**src/rtl/dht11_pkg.sv**
```systemverilog
// Shared types and constants for the DHT11 single-wire reader.
package dht11_pkg;

    typedef enum logic [2:0] {
        IDLE, START_LOW, RELEASE, ACK_LOW, ACK_HIGH, BIT_LOW, BIT_HIGH, CHECK
    } dht_state_e;

    localparam int FRAME_BITS = 40;
    localparam int RH_INT_LSB = 32;
    localparam int RH_DEC_LSB = 24;
    localparam int T_INT_LSB  = 16;
    localparam int T_DEC_LSB  = 8;
    localparam int CSUM_LSB   = 0;

    localparam int US_CNT_W = 15;

    localparam int DEF_CLK_MHZ       = 50;
    localparam int DEF_START_LOW_US  = 18000;
    localparam int DEF_TIMEOUT_US    = 100;
    localparam int DEF_BIT_THRESH_US = 40;

    // Sensor checksum: low byte of the sum of the four data bytes.
    function automatic logic [7:0] frame_csum(input logic [FRAME_BITS-1:0] f);
        return f[RH_INT_LSB +: 8] + f[RH_DEC_LSB +: 8] + f[T_INT_LSB +: 8] + f[T_DEC_LSB +: 8];
    endfunction

endpackage

```
**src/rtl/dht11_rx_us_tick_gen.sv**
```systemverilog
// Microsecond strobe: one-cycle pulse every CLK_MHZ sys_clk cycles.
module us_tick_gen #(
    parameter int CLK_MHZ = 50
) (
    input  logic sys_clk,
    input  logic rst_n,
    output logic us_tick
);
    localparam int CW = (CLK_MHZ > 1) ? $clog2(CLK_MHZ) : 1;

    logic [CW-1:0] cnt;

    always_ff @(posedge sys_clk or negedge rst_n) begin
        if (!rst_n) begin
            cnt     <= '0;
            us_tick <= 1'b0;
        end else if (cnt == CW'(CLK_MHZ - 1)) begin
            cnt     <= '0;
            us_tick <= 1'b1;
        end else begin
            cnt     <= cnt + 1'b1;
            us_tick <= 1'b0;
        end
    end

endmodule

```
**src/rtl/dht11_rx.sv**
```systemverilog
// DHT11 reader: host start pulse, 40-bit reply decode, checksum verify,
// and a one-cycle Trans_go handoff to the downstream frame sender.
module dht11_rx
    import dht11_pkg::*;
#(
    parameter int CLK_MHZ       = DEF_CLK_MHZ,
    parameter int START_LOW_US  = DEF_START_LOW_US,
    parameter int TIMEOUT_US    = DEF_TIMEOUT_US,
    parameter int BIT_THRESH_US = DEF_BIT_THRESH_US
) (
    input  logic                  sys_clk,
    input  logic                  rst_n,
    input  logic                  start,
    input  logic                  dht_in,
    output logic                  dht_oe,
    output logic [FRAME_BITS-1:0] Data,
    output logic                  Trans_go,
    output logic                  busy,
    output logic                  err
);
    dht_state_e            state, state_nxt;
    logic                  sync1, sync2, sync3;
    logic                  fall, rise, us_tick, timeout, csum_ok;
    logic [US_CNT_W-1:0]   us_cnt;
    logic [5:0]            bit_cnt;
    logic [FRAME_BITS-1:0] sr;
    logic                  shift, clr_bits, load, tg_nxt, err_nxt;

    us_tick_gen #(.CLK_MHZ(CLK_MHZ)) u_tick (
        .sys_clk (sys_clk),
        .rst_n   (rst_n),
        .us_tick (us_tick)
    );

    // Synchronizer flops reset high to match the idle (pulled-up) line.
    always_ff @(posedge sys_clk or negedge rst_n) begin
        if (!rst_n) begin
            sync1 <= 1'b1;
            sync2 <= 1'b1;
            sync3 <= 1'b1;
        end else begin
            sync1 <= dht_in;
            sync2 <= sync1;
            sync3 <= sync2;
        end
    end

    assign fall    = sync3 & ~sync2;
    assign rise    = ~sync3 & sync2;
    assign timeout = (us_cnt == US_CNT_W'(TIMEOUT_US));
    assign csum_ok = (sr[CSUM_LSB +: 8] == frame_csum(sr));

    always_comb begin
        state_nxt = state;
        shift     = 1'b0;
        clr_bits  = 1'b0;
        load      = 1'b0;
        tg_nxt    = 1'b0;
        err_nxt   = 1'b0;
        case (state)
            IDLE:      if (start) state_nxt = START_LOW;
            START_LOW: if (us_cnt == US_CNT_W'(START_LOW_US)) state_nxt = RELEASE;
            RELEASE, ACK_LOW, ACK_HIGH, BIT_LOW, BIT_HIGH: begin
                if (timeout) begin
                    err_nxt   = 1'b1;
                    state_nxt = IDLE;
                end else begin
                    case (state)
                        RELEASE:  if (fall) state_nxt = ACK_LOW;
                        ACK_LOW:  if (rise) state_nxt = ACK_HIGH;
                        ACK_HIGH: if (fall) begin
                            state_nxt = BIT_LOW;
                            clr_bits  = 1'b1;
                        end
                        BIT_LOW:  if (rise) state_nxt = BIT_HIGH;
                        default:  if (fall) begin
                            shift     = 1'b1;
                            state_nxt = (bit_cnt == 6'(FRAME_BITS - 1)) ? CHECK : BIT_LOW;
                        end
                    endcase
                end
            end
            CHECK: begin
                load      = csum_ok;
                tg_nxt    = csum_ok;
                err_nxt   = ~csum_ok;
                state_nxt = IDLE;
            end
            default: state_nxt = IDLE;
        endcase
    end

    always_ff @(posedge sys_clk or negedge rst_n) begin
        if (!rst_n) begin
            state    <= IDLE;
            us_cnt   <= '0;
            bit_cnt  <= '0;
            sr       <= '0;
            Data     <= '0;
            Trans_go <= 1'b0;
            err      <= 1'b0;
            busy     <= 1'b0;
            dht_oe   <= 1'b0;
        end else begin
            state <= state_nxt;
            if (state_nxt != state)
                us_cnt <= '0;
            else if (us_tick && (us_cnt != '1))
                us_cnt <= us_cnt + 1'b1;
            if (clr_bits)
                bit_cnt <= '0;
            else if (shift)
                bit_cnt <= bit_cnt + 1'b1;
            // High-phase length decides the bit value, MSB arrives first.
            if (shift)
                sr <= {sr[FRAME_BITS-2:0], (us_cnt > US_CNT_W'(BIT_THRESH_US))};
            if (load)
                Data <= sr;
            Trans_go <= tg_nxt;
            err      <= err_nxt;
            busy     <= (state_nxt != IDLE);
            dht_oe   <= (state_nxt == START_LOW);
        end
    end

endmodule

```
**config.mk**
```make
export PLATFORM = sky130hd
export DESIGN_NAME = dht11_rx
export DESIGN_NICKNAME = d
export VERILOG_FILES = /design/src/rtl/dht11_pkg.sv /design/src/rtl/dht11_rx_us_tick_gen.sv /design/src/rtl/dht11_rx.sv
export SDC_FILE = /design/constraint.sdc
export NUM_CORES = 1
export LEC_CHECK = 0
export ABC_AREA = 1
export CORE_UTILIZATION = 55
export DETAILED_ROUTE_END_ITERATION = 8
export PLACE_DENSITY = 0.76
export SETUP_SLACK_MARGIN = 0.2
export SLEW_MARGIN = 0
export SYNTH_ARGS = -nofsm -noshare
export SYNTH_HDL_FRONTEND = slang
export SYNTH_SLANG_ARGS = --single-unit
```
**constraint.sdc**
```tcl
create_clock -name sys_clk -period 11.1 [get_ports sys_clk]
set_clock_uncertainty 0.15 [all_clocks]
set_input_delay 1.665 -clock sys_clk [delete_from_list [all_inputs] [get_ports sys_clk]]
set_output_delay 1.665 -clock sys_clk [all_outputs]
set_load 0.01 [all_outputs]
```
==> out/qor.csv <==
metric;value;unit
status;finished clean;
CTS H-tree lvls;4;
crit-path cells;fa_1 > inv_1 > fa_1 > inv_1 > ha_1 > fa_1 > nand3_1 > nand2_1 > nand2_1 > nand2_1 > nand2_1 > nand2_1 > nor3_4 > nand3_1 > buf_4 > nand2_1 > nand2_1;
crit path max fanout;32;
largest net degree at the start of global routing;71;
DRT Wirelength;13100;µm
synth unique cells;24;
detailed placement HPWL;8720;µm
Worst-Skew Late Latency;0.52;ns
Routability Congestion;0.897;
YS warnings;0;
fill count;847;
CTS root buf;clkbuf_8;
Final Max Tran Viols;0;
Final ANT Viol Nets;0;
RSZ-0062 raised after global routing;no;
via count;5006;
Die Wd;106;µm
CTS Buffer Depth;2;
fmax;0.251;GHz
Power per Cell Area;137;mW/mm²
# clock sinks;118;
GRT Util Overall;0.257;
register area share after synthesis;0.492;
DR WL met2;6400;µm
total CTS buffers;17;
die area;0.0113;mm²
Via-to-Cell Ratio;5.34;
starting density of the core;0.574;
Layout Cells excl Fill;937;
setup TNS;0;ns
Setup crit start kind;flip-flop;
WL/cell;14.0;µm
I/O pin total;48;
routed wl met3;592;µm
vias in the first global route;5024;
Setup Buffers After CTS;0;
initial antenna violation count;0;
Area Overhead vs Synth;19.2;%
max-cap violations;0;
Worst Tran Pin Value;1.20;ns
core area;0.0105;mm²
leakage;3.78;nW
CTS tree;yes;
Final period util;0.359;
fraction of layout cells with a size suffix above 1;0.0637;
Setup Crit Path Kind;reg2reg;
Yosys reg bits;118;
Hold Vio Cnt, Final;0;
Final Setup Violations;0;
first-pass GRT wire length;22900;µm
Mapped Area;0.00600;mm²
highest routed metal layer;met4;
Worst path slowest cell;fa_1;
fin crit period;3.99;ns
Placed Instances;905;
total power;977;µW
initial drt markers;297;
Buf/Inv on CP;3;
clock slew at reported path FFs;0.06;ns
CP endpoint kind;flip-flop;
slew margin rel.;0.199;
Crit path max-delay family;adder cells;
crit-path most repeated cell;nand2_1;
hold_buf cts;0;
Diodes inserted;0;
Data required, critical path;11.36;ns
total congestion overflow;0;
VDD IR-drop max;0.0000952;V
Syn Area/Cell;8.09;µm²
Residual DRC;0;
Net Count, Synth;772;
Worst EP arrival;4.24;ns
Rows;37;
Critical Path Max Stage Delay;0.54;ns
Pre-antenna DRT Iters;5;
final net count;818;
PostCTS Resize Cnt;0;
met1 wire length;5710;µm
class of the worst hold path;reg2reg;
count of input and output buffers;47;
Chip Height;106;µm
Cells after Synth;742;
-- where the power goes --
group / internal (mW) / total [mW] / switching, mW
combinational: 0.00146 / 0.0104 / 0.00898
sequential: 0.431 / 0.432 / 0.000301
clock: 0.333 / 0.535 / 0.202
total: 0.766 / 0.977 / 0.211
-- layout make-up --
cell class	instances	area [µm²]	share of cell area
tap	136	170	0.0238
clock inverter	13	148	0.0206
sequential	118	2960	0.413
clock buffer	19	442	0.0617
timing repair buffer	53	513	0.0717
multi-input combinational	516	2620	0.366
inverter	82	308	0.0430
-- through the flow --
| stage | worst slack [ns] | area [µm²] | hold slack [ns] | utilization |
|---|---|---|---|---|
| finish | 7.11 | 7150 | 0.205 | 0.684 |
| global route | 6.83 | 7150 | 0.215 | 0.684 |
| CTS | 7.10 | 7150 | 0.206 | 0.684 |
| detailed placement | 7.11 | 6570 | 0.197 | 0.627 |
| global placement | 7.22 | 6570 | 0.196 | 0.627 |
| floorplan | 7.61 | 6000 | 0.195 | - |
-- worst reg2reg max path, cell delays in order, from the launching register on --
cell and delay, ns:
dfrtp_1 0.42, fa_1 0.54, inv_1 0.05, fa_1 0.50, inv_1 0.04, ha_1 0.22, fa_1 0.45, nand3_1 0.14
nand2_1 0.06, nand2_1 0.08, nand2_1 0.05, nand2_1 0.05, nand2_1 0.08, nor3_4 0.17, nand3_1 0.31, buf_4 0.37
nand2_1 0.12, nand2_1 0.06
-- cell families after synthesis --
family / Yosys count / share of synthesized area
AND/OR/NAND/NOR: 433 / 0.305
flip-flops: 118 / 0.492
buffers and inverters: 108 / 0.0719
AO/OA/AOI/OAI: 39 / 0.0329
adder cells (fa/ha/maj): 26 / 0.0717
XOR/XNOR: 18 / 0.0263
-- per-layer routing --
metal	vias to the layer above	GRT usage
met5	-	0
met4	0	0.126
met3	35	0.0558
met2	141	0.425
met1	2392	0.321
li1	2438	-
-- cell usage after synthesis (all sizes together) --
master / count / area (µm²)
nand2: 273 / 1030
dfrtp: 115 / 2880
inv: 82 / 308
nor2: 63 / 239
nand4: 50 / 313
nand3: 35 / 175
o21ai: 29 / 145
buf: 17 / 90.1
fa: 14 / 280
ha: 12 / 150
xor2: 11 / 96.3
a21oi: 9 / 45.0
clkbuf: 9 / 33.8
nor3: 9 / 56.3
xnor2: 7 / 61.3
dfstp: 3 / 78.8
or2: 3 / 18.8
o211ai: 1 / 7.51
-- cell usage in the layout, fill, tap and decap left out, types with 8 or more instances in the layout --
cell type / n
nand2_1: 272
nand4_1: 50
o21ai_0: 29
a21oi_1: 9
inv_1: 80
fa_1: 14
nand3_1: 35
xor2_1: 11
nor2_1: 61
nor3_1: 8
dfrtp_1: 115
clkdlybuf4s50_1: 46
ha_1: 12
clkbuf_16: 16
-- final timing paths --
path                       start       endpoint  slack, ns  depth (start not counted)
setup / recovery           sr[9]       Data[15]       7.11                         17
hold / removal             sync1          sync2       0.20                          0
setup reg to reg           sr[9]       Data[15]       7.11                         17
hold reg to reg            sync1          sync2       0.20                          0
max in group asynchronous  rst_n  u_tick.cnt[2]       8.50                          2
min in group asynchronous  rst_n          sr[6]       1.00                          1
-- state kept, by name, summed over array words and instances, names as in the netlist --
register	cells
u_tick.cnt	6
sync2	1
Trans_go	1
dht_oe	1
sync1	1
Data	40
us_cnt	15
sync3	1
err	1
sr	40
state	3
u_tick.us_tick	1
busy	1
bit_cnt	6
No activity file was read; power rests on OpenSTA's default activity.
